--- config.mk ---
export PLATFORM = sky130hd
export DESIGN_NAME = srpt_grant_pacer
export DESIGN_NICKNAME = d
export VERILOG_FILES = /design/src/rtl/srpt_grant_pacer.sv
export SDC_FILE = /design/constraint.sdc
export NUM_CORES = 1
export LEC_CHECK = 0
export CORE_AREA = 8 8 160 162
export DETAILED_ROUTE_END_ITERATION = 8
export DIE_AREA = 0 0 168 170
export MAX_ROUTING_LAYER = met4
export PLACE_DENSITY_LB_ADDON = 0.3
export SLEW_MARGIN = 25
export SYNTH_ARGS = -nofsm -noshare
export SYNTH_HDL_FRONTEND = slang
export SYNTH_SLANG_ARGS = --single-unit
--- constraint.sdc ---
create_clock -name ap_clk -period 9.96 [get_ports ap_clk]
set_input_delay 1.992 -clock ap_clk [delete_from_list [all_inputs] [get_ports ap_clk]]
set_output_delay 1.992 -clock ap_clk [all_outputs]
set_load 0.01 [all_outputs]
--- src/rtl/srpt_grant_pacer.sv ---
// srpt_grant_pacer
// Pacing scheduler on the grant path. It pops one grant entry at a time from
// the upstream FWFT FIFO and holds it. The entry is released downstream only
// when three things are true:
//   - the outstanding byte budget has room for it,
//   - the minimum inter-grant gap has elapsed,
//   - the egress FIFO has space.
// Received DATA bytes return credit to the budget.

module srpt_grant_pacer #(
    parameter logic [31:0] MAX_OUTSTANDING = 32'd65536,
    parameter logic [7:0]  GAP_CYCLES      = 8'd4
) (
    input  logic         ap_clk,
    input  logic         ap_rst,
    input  logic         ap_ce,
    input  logic         grant_in_empty_i,
    input  logic [124:0] grant_in_data_i,
    output logic         grant_in_read_en_o,
    input  logic         grant_out_full_i,
    output logic         grant_out_write_en_o,
    output logic [124:0] grant_out_data_o,
    input  logic         data_rx_valid_i,
    input  logic [15:0]  data_rx_bytes_i,
    output logic [31:0]  outstanding_o,
    output logic         stall_o,
    output logic         underflow_o
);

    // IDLE waits for an entry to pop; EVAL holds exactly one popped entry.
    typedef enum logic {
        ST_IDLE = 1'b0,
        ST_EVAL = 1'b1
    } state_e;

    state_e         state_q, state_d;
    logic [124:0]   data_q, data_d;
    logic [31:0]    outstanding_q, outstanding_d;
    logic [7:0]     gap_q, gap_d;
    logic           underflow_q, underflow_d;

    // Internal decision signals.
    logic [31:0]    grant_bytes;
    logic [32:0]    budget_sum;
    logic           fits;
    logic           issue_ok;
    logic           pop;
    logic           issue;
    logic [32:0]    credit_sum;
    logic [32:0]    credit_ret;
    logic [32:0]    credit_net;

    // Credit field of the held entry; the remaining fields pass through unmodified.
    assign grant_bytes = data_q[31:0];

    // The budget check is done in 33 bits so a large grant cannot wrap past the limit.
    // It uses the registered outstanding count, so same-cycle credit does not count yet.
    // An empty budget always admits the held grant, so an oversize grant cannot deadlock.
    assign budget_sum = {1'b0, outstanding_q} + {1'b0, grant_bytes};
    assign fits       = (budget_sum <= {1'b0, MAX_OUTSTANDING}) || (outstanding_q == 32'd0);
    assign issue_ok   = (gap_q == 8'd0) && !grant_out_full_i && fits;

    // Strobes are qualified by the clock enable and suppressed during reset.
    // A held entry is therefore dropped, not written, when reset hits in EVAL.
    assign pop   = ap_ce && !ap_rst && (state_q == ST_IDLE) && !grant_in_empty_i;
    assign issue = ap_ce && !ap_rst && (state_q == ST_EVAL) && issue_ok;

    // Net outstanding after this cycle's issue and credit return.
    // Underflow is judged on the net result, not on the credit alone.
    assign credit_sum = {1'b0, outstanding_q} + (issue ? {1'b0, grant_bytes} : 33'd0);
    assign credit_ret = data_rx_valid_i ? {17'd0, data_rx_bytes_i} : 33'd0;
    assign credit_net = credit_sum - credit_ret;

    // Next-state logic: the FSM, the gap counter and the outstanding/underflow update.
    always_comb begin
        // NOTE: every signal driven here gets a default first, so no path can leave
        // one unassigned and infer a latch.
        state_d       = state_q;
        data_d        = data_q;
        gap_d         = gap_q;
        outstanding_d = outstanding_q;
        underflow_d   = underflow_q;

        if (ap_ce) begin
            // The gap counts down in any state. An issue reloads it; issue is only
            // possible at zero, so reload and decrement never collide.
            if (gap_q != 8'd0) begin
                gap_d = gap_q - 8'd1;
            end

            unique case (state_q)
                ST_IDLE: begin
                    if (pop) begin
                        data_d  = grant_in_data_i;
                        state_d = ST_EVAL;
                    end
                end
                ST_EVAL: begin
                    if (issue) begin
                        gap_d   = GAP_CYCLES;
                        state_d = ST_IDLE;
                    end
                end
                default: state_d = ST_IDLE;
            endcase

            // Clamp at zero on underflow. Otherwise saturate at the 32-bit ceiling.
            if (credit_ret > credit_sum) begin
                outstanding_d = 32'd0;
                underflow_d   = 1'b1;
            end else if (credit_net[32]) begin
                outstanding_d = 32'hFFFF_FFFF;
            end else begin
                outstanding_d = credit_net[31:0];
            end
        end
    end

    // State registers. Synchronous reset wins over the clock enable.
    always_ff @(posedge ap_clk) begin
        // NOTE: sequential state uses non-blocking assignments only, so every register
        // samples the values from before the edge. Blocking assignments here would
        // make the result depend on statement order.
        if (ap_rst) begin
            state_q       <= ST_IDLE;
            data_q        <= '0;
            outstanding_q <= 32'd0;
            gap_q         <= 8'd0;
            underflow_q   <= 1'b0;
        end else begin
            state_q       <= state_d;
            data_q        <= data_d;
            outstanding_q <= outstanding_d;
            gap_q         <= gap_d;
            underflow_q   <= underflow_d;
        end
    end

    // Output drive. Stall flags a held entry that is blocked by budget, gap or full.
    assign grant_in_read_en_o   = pop;
    assign grant_out_write_en_o = issue;
    assign grant_out_data_o     = data_q;
    assign outstanding_o        = outstanding_q;
    assign stall_o              = !ap_rst && (state_q == ST_EVAL) && !issue_ok;
    assign underflow_o          = underflow_q;

endmodule

---- Word level (Yosys, flattened, before mapping) ----
Cells that the tools add are included.
storage, ports and cells
  input bits .............................. 147
  word-level logic and storage cells ...... 41
  bits in registers ....................... 167
cells by class
  bitwise gates (word level) .............. 1
  $lt $le $gt $ge ......................... 2
  reductions and logical operators ........ 19
  muxes and demuxes ....................... 10
  add/sub/neg operators ................... 4
operator list
  cell                                                    count
  2-to-1 mux 32 bit                                       3
  adder 32 x 32 -> 33 bit                                 2
  greater-than comparator 16 x 33 -> 1 bit                1
  <= comparator 33 x 17 -> 1 bit (second input constant)  1
  subtractor 33 x 16 -> 33 bit                            1
  logical NOT 32 bit                                      1
  2-to-1 mux 8 bit                                        3
  2-to-1 mux 16 bit                                       1
  logical AND 1 bit                                       9
  logical NOT 8 bit                                       1
  nonzero test 8 bit                                      1
  subtractor 8 x 1 -> 8 bit (second input constant)       1
  logical NOT 1 bit                                       4
  AND reduction 3 bit                                     1
  2-to-1 mux 1 bit                                        2
  one-hot mux 1 bit (2 select lines)                      1
  AND reduction 2 bit                                     1
  logical OR 1 bit                                        1
  inverter 1 bit                                          1

---- Depth between registers and ports, before layout ----
Gate-level depths: netlist of run 1.
  depth after elaboration ................. 10
  gate-level depth with buffers ........... 36
  gate-level depth less buffers ........... 34

---- Worst setup path after synthesis of run 1 ----
Ideal clock, no wire load.
  kind .................................... flip-flop to flip-flop
  start ................................... register outstanding_q[0] (netlist: outstanding_o[0])
  end ..................................... register outstanding_q[13] (netlist: outstanding_o[13])
  data arrival time ....................... 7.383 ns
  data required time ...................... 9.838 ns
  slack ................................... 2.455 ns
  stages on the path, launching flop included .. 34
  buffers on the path ..................... 2
  setup time .............................. 0.122 ns
  cell sequence ........................... dfxtp_1 ha_1 fa_1 a21o_1 a221o_1 a221oi_2 o21ai_1 xor2_1 nor4_1 nand3_1 a221oi_1 a31oi_1 and2b_1 buf_4 and2_1 ha_1 inv_1 fa_1 nor2b_4 o31ai_2 nand2_1 xor2_1 ha_1 a211oi_1 nand2b_1 o2111ai_1 a31oi_1 a211o_1 a21oi_1 nand2_1 nor4_4 a31oi_2 buf_6 a221o_1
between the ends
  word-level cells in the longest chain between the ends .. 10
  elaborated cells between the ends (all ways) .. 12
ends and longest elaborated chain
  item                            line  RTL
  start, declared                 38    logic [31:0] outstanding_q, outstanding_d;
  start signal, assigned          133   outstanding_q <= outstanding_d;
  adder 32 x 32 -> 33 bit         59    assign budget_sum = {1'b0, outstanding_q} + {1'b0, grant_bytes};
  <= comparator 33 x 17 -> 1 bit  60    assign fits = (budget_sum <= {1'b0, MAX_OUTSTANDING}) || (outstanding_q == 32'd0);
  logical OR 1 bit *              60
  logical AND 1 bit *             61    assign issue_ok = (gap_q == 8'd0) && !grant_out_full_i && fits;
  logical AND 1 bit *             66    assign issue = ap_ce && !ap_rst && (state_q == ST_EVAL) && issue_ok;
  net grant_out_write_en_o        21    output logic grant_out_write_en_o,
  2-to-1 mux 32 bit *             70    assign credit_sum = {1'b0, outstanding_q} + (issue ? {1'b0, grant_bytes} : 33'd0);
  adder 32 x 32 -> 33 bit *       70
  subtractor 33 x 16 -> 33 bit    72    assign credit_net = credit_sum - credit_ret;
  2-to-1 mux 32 bit               111   end else if (credit_net[32]) begin
  2-to-1 mux 32 bit *             108   if (credit_ret > credit_sum) begin
The timed path passes the listed nets; every way through them passes the cells marked *.
A chain may end at the register's enable or synchronous reset.

---- Final worst setup path of run 1 ----
  start ................................... register outstanding_q[0] (netlist: outstanding_o[0])
  end ..................................... register outstanding_q[3] (netlist: outstanding_o[3])
between the ends
  word-level cells in the longest chain between the ends .. 10
  elaborated cells between the ends (all ways) .. 12
ends and longest elaborated chain
  item                            line
  adder 32 x 32 -> 33 bit         59
  <= comparator 33 x 17 -> 1 bit  60
  logical OR 1 bit                60
  logical AND 1 bit               61
  logical AND 1 bit               66
  2-to-1 mux 32 bit               70
  adder 32 x 32 -> 33 bit *       70
  subtractor 33 x 16 -> 33 bit    72
  2-to-1 mux 32 bit               111
  2-to-1 mux 32 bit *             108
Mark *: on every way between the ends. The rest lies on a longest branch, timed or not.

==> flow_summary.toml, run 1 <==
[sta]
tightest_slew_ps = 916
finalSetupViolCount = 0
drv_slew = 0
timing.final.hold_violations = 0
finClkSkew_ps = 22.1
setup_tns_ps = 0
period_minus_slack_ps = 8940
rsz0062_at_grt = "false"
fmax_mhz = 112
finalCritPeriodShare_pct = 89.8
slew_headroom_pct = 38.9

[synth]
synth_top_cells_by_count = "nand2_1 (342), a21oi_1 (205), dfxtp_1 (167)"
ys_seq_area_share_pct = 30.0
synth_async_sr_flop_share_pct = 0
synth_warnings = 0
netlist_area_sq_mm = 0.0111
ys_ff_latch = 167
synth.avg_cell_area_sq_um = 7.65
synth.most_common_cell = "nand2_1"
synth_cells = 1455
syn_nets = 1687
synthTopCellsByArea = "dfxtp_1 (30%), nand2_1 (12%), a21oi_1 (9.2%)"
synth-edff-count = 0
synth_ff_type = "dfxtp_1"
yosysTopAreaCell = "dfxtp_1"
synth_top_area_share_pct = 30.0
synthDistinctLibCells = 87

[critical_path]
r2r_slack_ps = 1020
crit_type = "reg -> reg"
arrival_ps = 9240
cp_slowest_stage_delay_ps = 520
cp_num_buf_inv = 2
critical-path-slowest-cell = "nor4_4"
crit_path_max_fanout = 26
worst_r2r_path_depth = 31
end_kind = "flip-flop"
cp-start-kind = "flip-flop"
cp.required_ps = 10250
cp_top_family = "compound AO/OA/AOI/OAI gates"
r2r_start = "outstanding_o[0]"
crit_path_frequent_cell = "ha_1"
r2r-end = "outstanding_o[3]"

[routing]
drc = 0
dr.pass1.iters = 5
postRouteAntennaNets = 0
drt_iter0_drc = 996
wire_per_inst_um = 19.9
viasPerCell = 5.83
totalWireLength_mm = 40.1
num_vias = 11743

[hold_path]
min_path_cells = 2
holdPathEnd = "grant_out_data_o[124]"
hold_class = "reg -> reg"
min_from = "grant_out_data_o[124]"

[power_and_ir_drop]
power.density_mw_per_mm2 = 203
p_leak_nw = 5.90
vdd_drop_max_mv = 0.120

[final_layout]
post-route-util_pct = 64.6
layout-drive-gt1-share_pct = 3.94
syn_to_final_growth_pct = 33.7
fillers = 2037
regArea_sq_mm = 0.00334
nNetsFinal = 1944
multi_input_area_sq_mm = 0.00736

[clock_tree]
cts.clk_slew.worst_paths_ps = 80
tritoncts = "yes"
postCtsHoldBufs = 0
clock_latency_ps = 440
cts.htree.levels = 4
cts_resized = 0
cts_root_buf = "clkbuf_16"
postCtsSetupBuffers = 0
cts.sinks = 167
clock_path_buffers = 2
cts-buffers-inserted = 17

[die]
ios = 308
die_x_um = 168
dieArea_sq_mm = 0.0286
initial_core_util_pct = 48.3
core_sq_mm = 0.0231
chipHeight_um = 170
placementRows = 56

[place]
dp_hpwl_mm = 31.0
finalWeightedCongestion = 0.954
io_buffers = 307

[global_route]
grt_overflow = 0
grtUsageMet3_pct = 7.34
grt_use_total_pct = 28.0
grt_antenna_before_repair = 1
gr-usage-met2_pct = 46.8
grt_max_degree = 88
first_global_vias = 11422
grt_pass1_wl_mm = 62.2
met1_usage_pct = 32.1
grt_busiest_layer = "met2"

[job]
max-cap-violations = 0

[run_status]
status = "finished, final reports clean"
-- layer usage --
layer	routed length, um	vias to the layer above
li1	-	5722
met1	16300	5454
met2	19300	475
met3	3250	92
met4	1250	0
met5	0	-
-- registers in the layout, indices dropped and copies added, names as in the netlist --
register          flops
gap_q                 8
state_q               1
outstanding_o        32
underflow_o           1
grant_out_data_o    125
-- cells in the final DEF (no fill, tap or decap), types with 22 or more instances in the layout --
cell type | Yosys | layout
a21oi_1 | 205 | 205
a221o_1 | 27 | 27
xnor2_1 | 43 | 43
xor2_1 | 29 | 29
inv_1 | 31 | 31
nand2_1 | 342 | 342
and2_1 | 44 | 44
ha_1 | 82 | 82
dfxtp_1 | 167 | 167
a21o_1 | 28 | 28
clkdlybuf4s50_1 | 0 | 306
nor2_1 | 48 | 47
nor3_1 | 22 | 22
o21ai_0 | 45 | 45
-- worst min-delay path: stages, from the launching register on --
cell and delay (ps):
dfxtp_1 310, nand2_1 50, a21oi_1 50
-- through the flow --
step                      instances  total power, mW  cell area (sq um)  setup slack (ps)  hold slack (ps)
after floorplan                1455             1.86              11100              2460              438
after global placement         1983             2.32              14300              1450              440
after detailed placement       1983             2.33              14300              1230              446
after CTS                      2014             3.01              14900              1160              456
after global routing           2015             3.21              14900               417              468
final                          2015             3.02              14900              1020              453
-- final cells by class --
type	instances	area share (%)
clock inverters	14	1.02
diodes	1	0.0168
multi-input cells	1181	49.5
inverters	32	0.824
flip-flops and latches	167	22.5
clock buffers	17	2.86
repair buffers	313	20.9
well taps	290	2.44
-- worst max-delay path by stage --
stage / from / end / slack, ps / depth (start not counted)
global route: outstanding_o[0] / outstanding_o[4] / 420 / 31
global placement: outstanding_o[0] / outstanding_o[3] / 1450 / 31
CTS: outstanding_o[0] / outstanding_o[3] / 1160 / 31
finish: outstanding_o[0] / outstanding_o[3] / 1020 / 31
detailed placement: outstanding_o[0] / outstanding_o[3] / 1230 / 31
floorplan: outstanding_o[0] / outstanding_o[13] / 2460 / 33
-- cells by family (layout without fill, tap and decap cells) --
logic type	Yosys count	count (layout)	synth area share, %
buffers and inverters	107	376	3.94
muxes	9	9	0.944
other	0	1	0
AOI/OAI and AO/OA	449	449	26.4
xor gates and xnor gates	72	72	5.66
DFF	167	167	30.0
and+or+nand+nor	566	566	23.3
adders and majority gates	85	85	9.75
-- power breakdown --
part / switching [mW] / internal [mW]
clock network: 0.336 / 0.336
registers: 0.133 / 0.755
logic: 0.805 / 0.658
total: 1.27 / 1.75
Note: power is estimated with default switching activity, not from simulation.
==> run 2, diff against run 1 <==
--- a/config.mk
+++ b/config.mk
@@ -10,6 +10,8 @@
 export DIE_AREA = 0 0 168 170
 export MAX_ROUTING_LAYER = met4
 export PLACE_DENSITY_LB_ADDON = 0.3
+export REMOVE_ABC_BUFFERS = 1
+export SKIP_CTS_REPAIR_TIMING = 1
 export SLEW_MARGIN = 25
 export SYNTH_ARGS = -nofsm -noshare
 export SYNTH_HDL_FRONTEND = slang
==> flow_summary.toml, run 2 (synthesized netlist as in run 1, its figures left out) <==
[die]
dieArea_sq_mm = 0.0286
initial_core_util_pct = 48.3
chipHeight_um = 170
core_sq_mm = 0.0231
placementRows = 56
die_x_um = 168
ios = 308

[critical_path]
crit_path_max_fanout = 29
r2r_slack_ps = 1150
crit_type = "reg -> reg"
critical-path-slowest-cell = "nor4_4"
end_kind = "flip-flop"
r2r_start = "outstanding_o[0]"
cp.required_ps = 10260
arrival_ps = 9110
r2r-end = "outstanding_o[13]"
cp_slowest_stage_delay_ps = 480
worst_r2r_path_depth = 31
crit_path_frequent_cell = "ha_1"
cp-start-kind = "flip-flop"

[clock_tree]
cts.sinks = 167
clock_path_buffers = 2
tritoncts = "yes"
cts.htree.levels = 4
cts-buffers-inserted = 17
cts.clk_slew.worst_paths_ps = 80
cts_root_buf = "clkbuf_16"
clock_latency_ps = 430

[sta]
period_minus_slack_ps = 8810
drv_slew = 0
finalCritPeriodShare_pct = 88.4
slew_headroom_pct = 36.7
holdWs_ps = 454
setup_tns_ps = 0
timing.final.hold_violations = 0
rsz0062_at_grt = "false"
finClkSkew_ps = 19.8
setup_ws_ps = 1150
fmax_mhz = 114
tightest_slew_ps = 949
finalSetupViolCount = 0

[final_layout]
final_common_cell = "nand2_1"
layout_common_cells = "nand2_1 (342), clkdlybuf4s50_1 (306), a21oi_1 (205), dfxtp_1 (167), ha_1 (82)"
post-route-util_pct = 64.6
syn_to_final_growth_pct = 33.8
diodes = 0
fin_cells = 2016
largest_reg_flops = 125
fin_area_sq_mm = 0.0149
nNetsFinal = 1945
layout-drive-gt1-share_pct = 4.06

[global_route]
first_global_vias = 11259
grt_overflow = 0
grt_use_total_pct = 27.3
grt_max_degree = 92
grt_antenna_before_repair = 0
grt_pass1_wl_mm = 61.1

[routing]
drt_iter0_drc = 835
drc = 0
viasPerCell = 5.76
wire_per_inst_um = 19.3
totalWireLength_mm = 38.9
postRouteAntennaNets = 0
dr.pass1.iters = 5
num_vias = 11607

[job]
max-cap-violations = 0

[place]
finalWeightedCongestion = 1.01
placed_cells = 1984
dp_slack_ps = 1250
dp_hpwl_mm = 30.2
io_buffers = 307
place_area_sq_mm = 0.0143

[run_status]
status = "finished, final reports clean"

[power_and_ir_drop]
power.total_mw = 3.02
vdd_drop_max_mv = 0.125
p_leak_nw = 5.90
power.density_mw_per_mm2 = 203

[hold_path]
min_path_cells = 2
hold_class = "reg -> reg"
min_from = "grant_out_data_o[95]"
holdPathEnd = "grant_out_data_o[95]"
[run 2: cell types whose count changed in the layout (fill, tap and decap cells not counted)]
cell      delta
clkinv_2     +1
inv_6        +1
clkinv_4     -1
diode_2      -1
buf_4        +1
[run 2: worst max-delay path by stage]
stage                          start                end  slack [ps]  cells past startpoint
floorplan           outstanding_o[0]   outstanding_o[4]        2150                     32
global placement    outstanding_o[0]   outstanding_o[6]        1520                     31
detailed placement  outstanding_o[0]   outstanding_o[5]        1250                     31
CTS                 outstanding_o[0]  outstanding_o[13]        1220                     31
global route        outstanding_o[0]  outstanding_o[11]         490                     31
finish              outstanding_o[0]  outstanding_o[13]        1150                     31
[run 2: cell type report]
| class | instances | area, sq um |
|---|---|---|
| sequential | 167 | 3340 |
| fill | 2008 | 8160 |
| inverter | 32 | 123 |
| clock inverter | 15 | 156 |
| multi-input combinational | 1181 | 7360 |
| clock buffer | 17 | 425 |
| timing repair buffer | 314 | 3120 |
| tap | 290 | 363 |
[run 2: layer usage]
layer / vias to the layer above / part of all wire (%) / track usage, %
met4: 0 / 2.0 / 7.76
met3: 45 / 8.3 / 7.69
met5: - / 0 / -
met2: 398 / 47 / 44.5
li1: 5734 / - / -
met1: 5430 / 43 / 32.7
[run 2: power breakdown]
group	switching [mW]	total (mW)	internal [mW]
Sequential	0.133	0.888	0.755
Clock	0.326	0.663	0.337
Combinational	0.815	1.47	0.659
Total	1.27	3.02	1.75
[run 2: worst max-delay path, delay by kind of cell (launching register included)]
family,cells,cell delay (ps)
XOR/XNOR,1,170
flip-flops,1,370
AND/OR/NAND/NOR,8,1940
buffers and inverters,2,610
AO/OA/AOI/OAI,16,4320
adder cells (fa/ha/maj),4,1280
==> run 3, diff against run 2 <==
--- a/config.mk
+++ b/config.mk
@@ -5,9 +5,10 @@
 export SDC_FILE = /design/constraint.sdc
 export NUM_CORES = 1
 export LEC_CHECK = 0
-export CORE_AREA = 8 8 160 162
+export CORE_AREA = 8 8 140 142
 export DETAILED_ROUTE_END_ITERATION = 8
-export DIE_AREA = 0 0 168 170
+export DIE_AREA = 0 0 148 150
+export DONT_BUFFER_PORTS = 1
 export MAX_ROUTING_LAYER = met4
 export PLACE_DENSITY_LB_ADDON = 0.3
 export REMOVE_ABC_BUFFERS = 1
==> flow_summary.toml, run 3 (synthesized netlist as in run 1, its figures left out) <==
[run_status]
status = "finished, final reports clean"

[global_route]
grt_overflow = 0
grt_use_total_pct = 30.9
grt_pass1_wl_mm = 53.8
grt_antenna_before_repair = 0
grt_max_degree = 137
first_global_vias = 9992

[routing]
num_vias = 10626
dr.pass1.iters = 5
viasPerCell = 6.46
totalWireLength_mm = 34.5
drt_iter0_drc = 715
postRouteAntennaNets = 0
wire_per_inst_um = 21.0
drc = 0

[power_and_ir_drop]
power.density_mw_per_mm2 = 241
p_leak_nw = 4.77
vdd_drop_max_mv = 0.152

[job]
max-cap-violations = 0

[clock_tree]
cts-buffers-inserted = 17
tritoncts = "yes"
cts.clk_slew.worst_paths_ps = 80
clock_path_buffers = 2
cts.sinks = 167
clock_latency_ps = 430
cts_root_buf = "clkbuf_16"
cts.htree.levels = 4

[critical_path]
cp-start-kind = "flip-flop"
end_kind = "flip-flop"
crit_type = "reg -> reg"
cp.required_ps = 10250
cp_slowest_stage_delay_ps = 640
crit_path_max_fanout = 26
critical-path-slowest-cell = "and2b_1"
arrival_ps = 9430
crit_path_frequent_cell = "ha_1"

[final_layout]
regArea_sq_mm = 0.00334
diodes = 0
final_common_cell = "nand2_1"
layout-drive-gt1-share_pct = 4.73
largest_reg_flops = 125
nNetsFinal = 1636
multi_input_area_sq_mm = 0.00737
layout_common_cells = "nand2_1 (342), a21oi_1 (205), dfxtp_1 (167), ha_1 (82), nor2_1 (47)"
syn_to_final_growth_pct = 5.56
fillers = 1527

[sta]
tightest_slew_ps = 958
rsz0062_at_grt = "false"
timing.final.hold_violations = 0
slew_headroom_pct = 36.1
finalCritPeriodShare_pct = 91.8
period_minus_slack_ps = 9140
drv_slew = 0
finClkSkew_ps = 12.6
finalSetupViolCount = 0
setup_ws_ps = 820
fmax_mhz = 109
holdWs_ps = 480
setup_tns_ps = 0

[place]
io_buffers = 0
dp_slack_ps = 986
finalWeightedCongestion = 0.980
dp_hpwl_mm = 26.8

[hold_path]
hold_class = "reg -> reg"

[die]
die_x_um = 148
initial_core_util_pct = 63.5
core_sq_mm = 0.0175
ios = 308
dieArea_sq_mm = 0.0222
placementRows = 49
chipHeight_um = 150
[run 3: path summary, 6_finish.rpt]
kind | end | cells after the start | start | slack [ps]
min reg2reg | gap_q[7] | 1 | gap_q[7] | 480
max reg2reg | outstanding_o[4] | 32 | outstanding_o[0] | 820
max | outstanding_o[4] | 32 | outstanding_o[0] | 820
min | gap_q[7] | 1 | gap_q[7] | 480
[run 3: critical path, delay by kind of cell, from the launching register on]
family                     cells  cell delay [ps]
buffers and inverters          2              390
DFF                            1              390
and+or+nand+nor                9             2420
adders and majority gates      5             1600
AOI/OAI and AO/OA             14             3800
xor gates and xnor gates       2              370
[run 3: area by class of cell]
class | count | share of cell area [%]
clock buffers | 17 | 3.62
flip-flops and latches | 167 | 28.4
inverters | 32 | 1.04
well taps | 229 | 2.44
multi-input cells | 1181 | 62.7
clock inverters | 15 | 1.45
repair buffers | 5 | 0.319
[run 3: power by group]
part	leakage [nW]	switching, mW	internal, mW
combinational	3.12	0.740	0.502
clock	0.290	0.322	0.340
sequential	1.36	0.181	0.755
total	4.77	1.24	1.60
[run 3: per-layer routing]
| layer | global-route usage, % | wire length (um) |
|---|---|---|
| met5 | - | 0 |
| met4 | 10.7 | 924 |
| met3 | 7.89 | 3340 |
| met2 | 48.1 | 16000 |
| met1 | 38.2 | 14300 |
[run 3: stage by stage]
| step | std cells | area, sq um | utilization [%] | total power [mW] |
|---|---|---|---|---|
| 3_5_place_dp | 1614 | 11200 | 63.6 | 2.15 |
| 2_1_floorplan | 1380 | 10800 | - | 1.83 |
| 3_3_place_gp | 1614 | 11200 | 63.6 | 2.12 |
| 6_report | 1646 | 11800 | 67.0 | 2.84 |
| 4_1_cts | 1646 | 11800 | 67.0 | 2.82 |
| 5_1_grt | 1646 | 11800 | 67.0 | 3.00 |
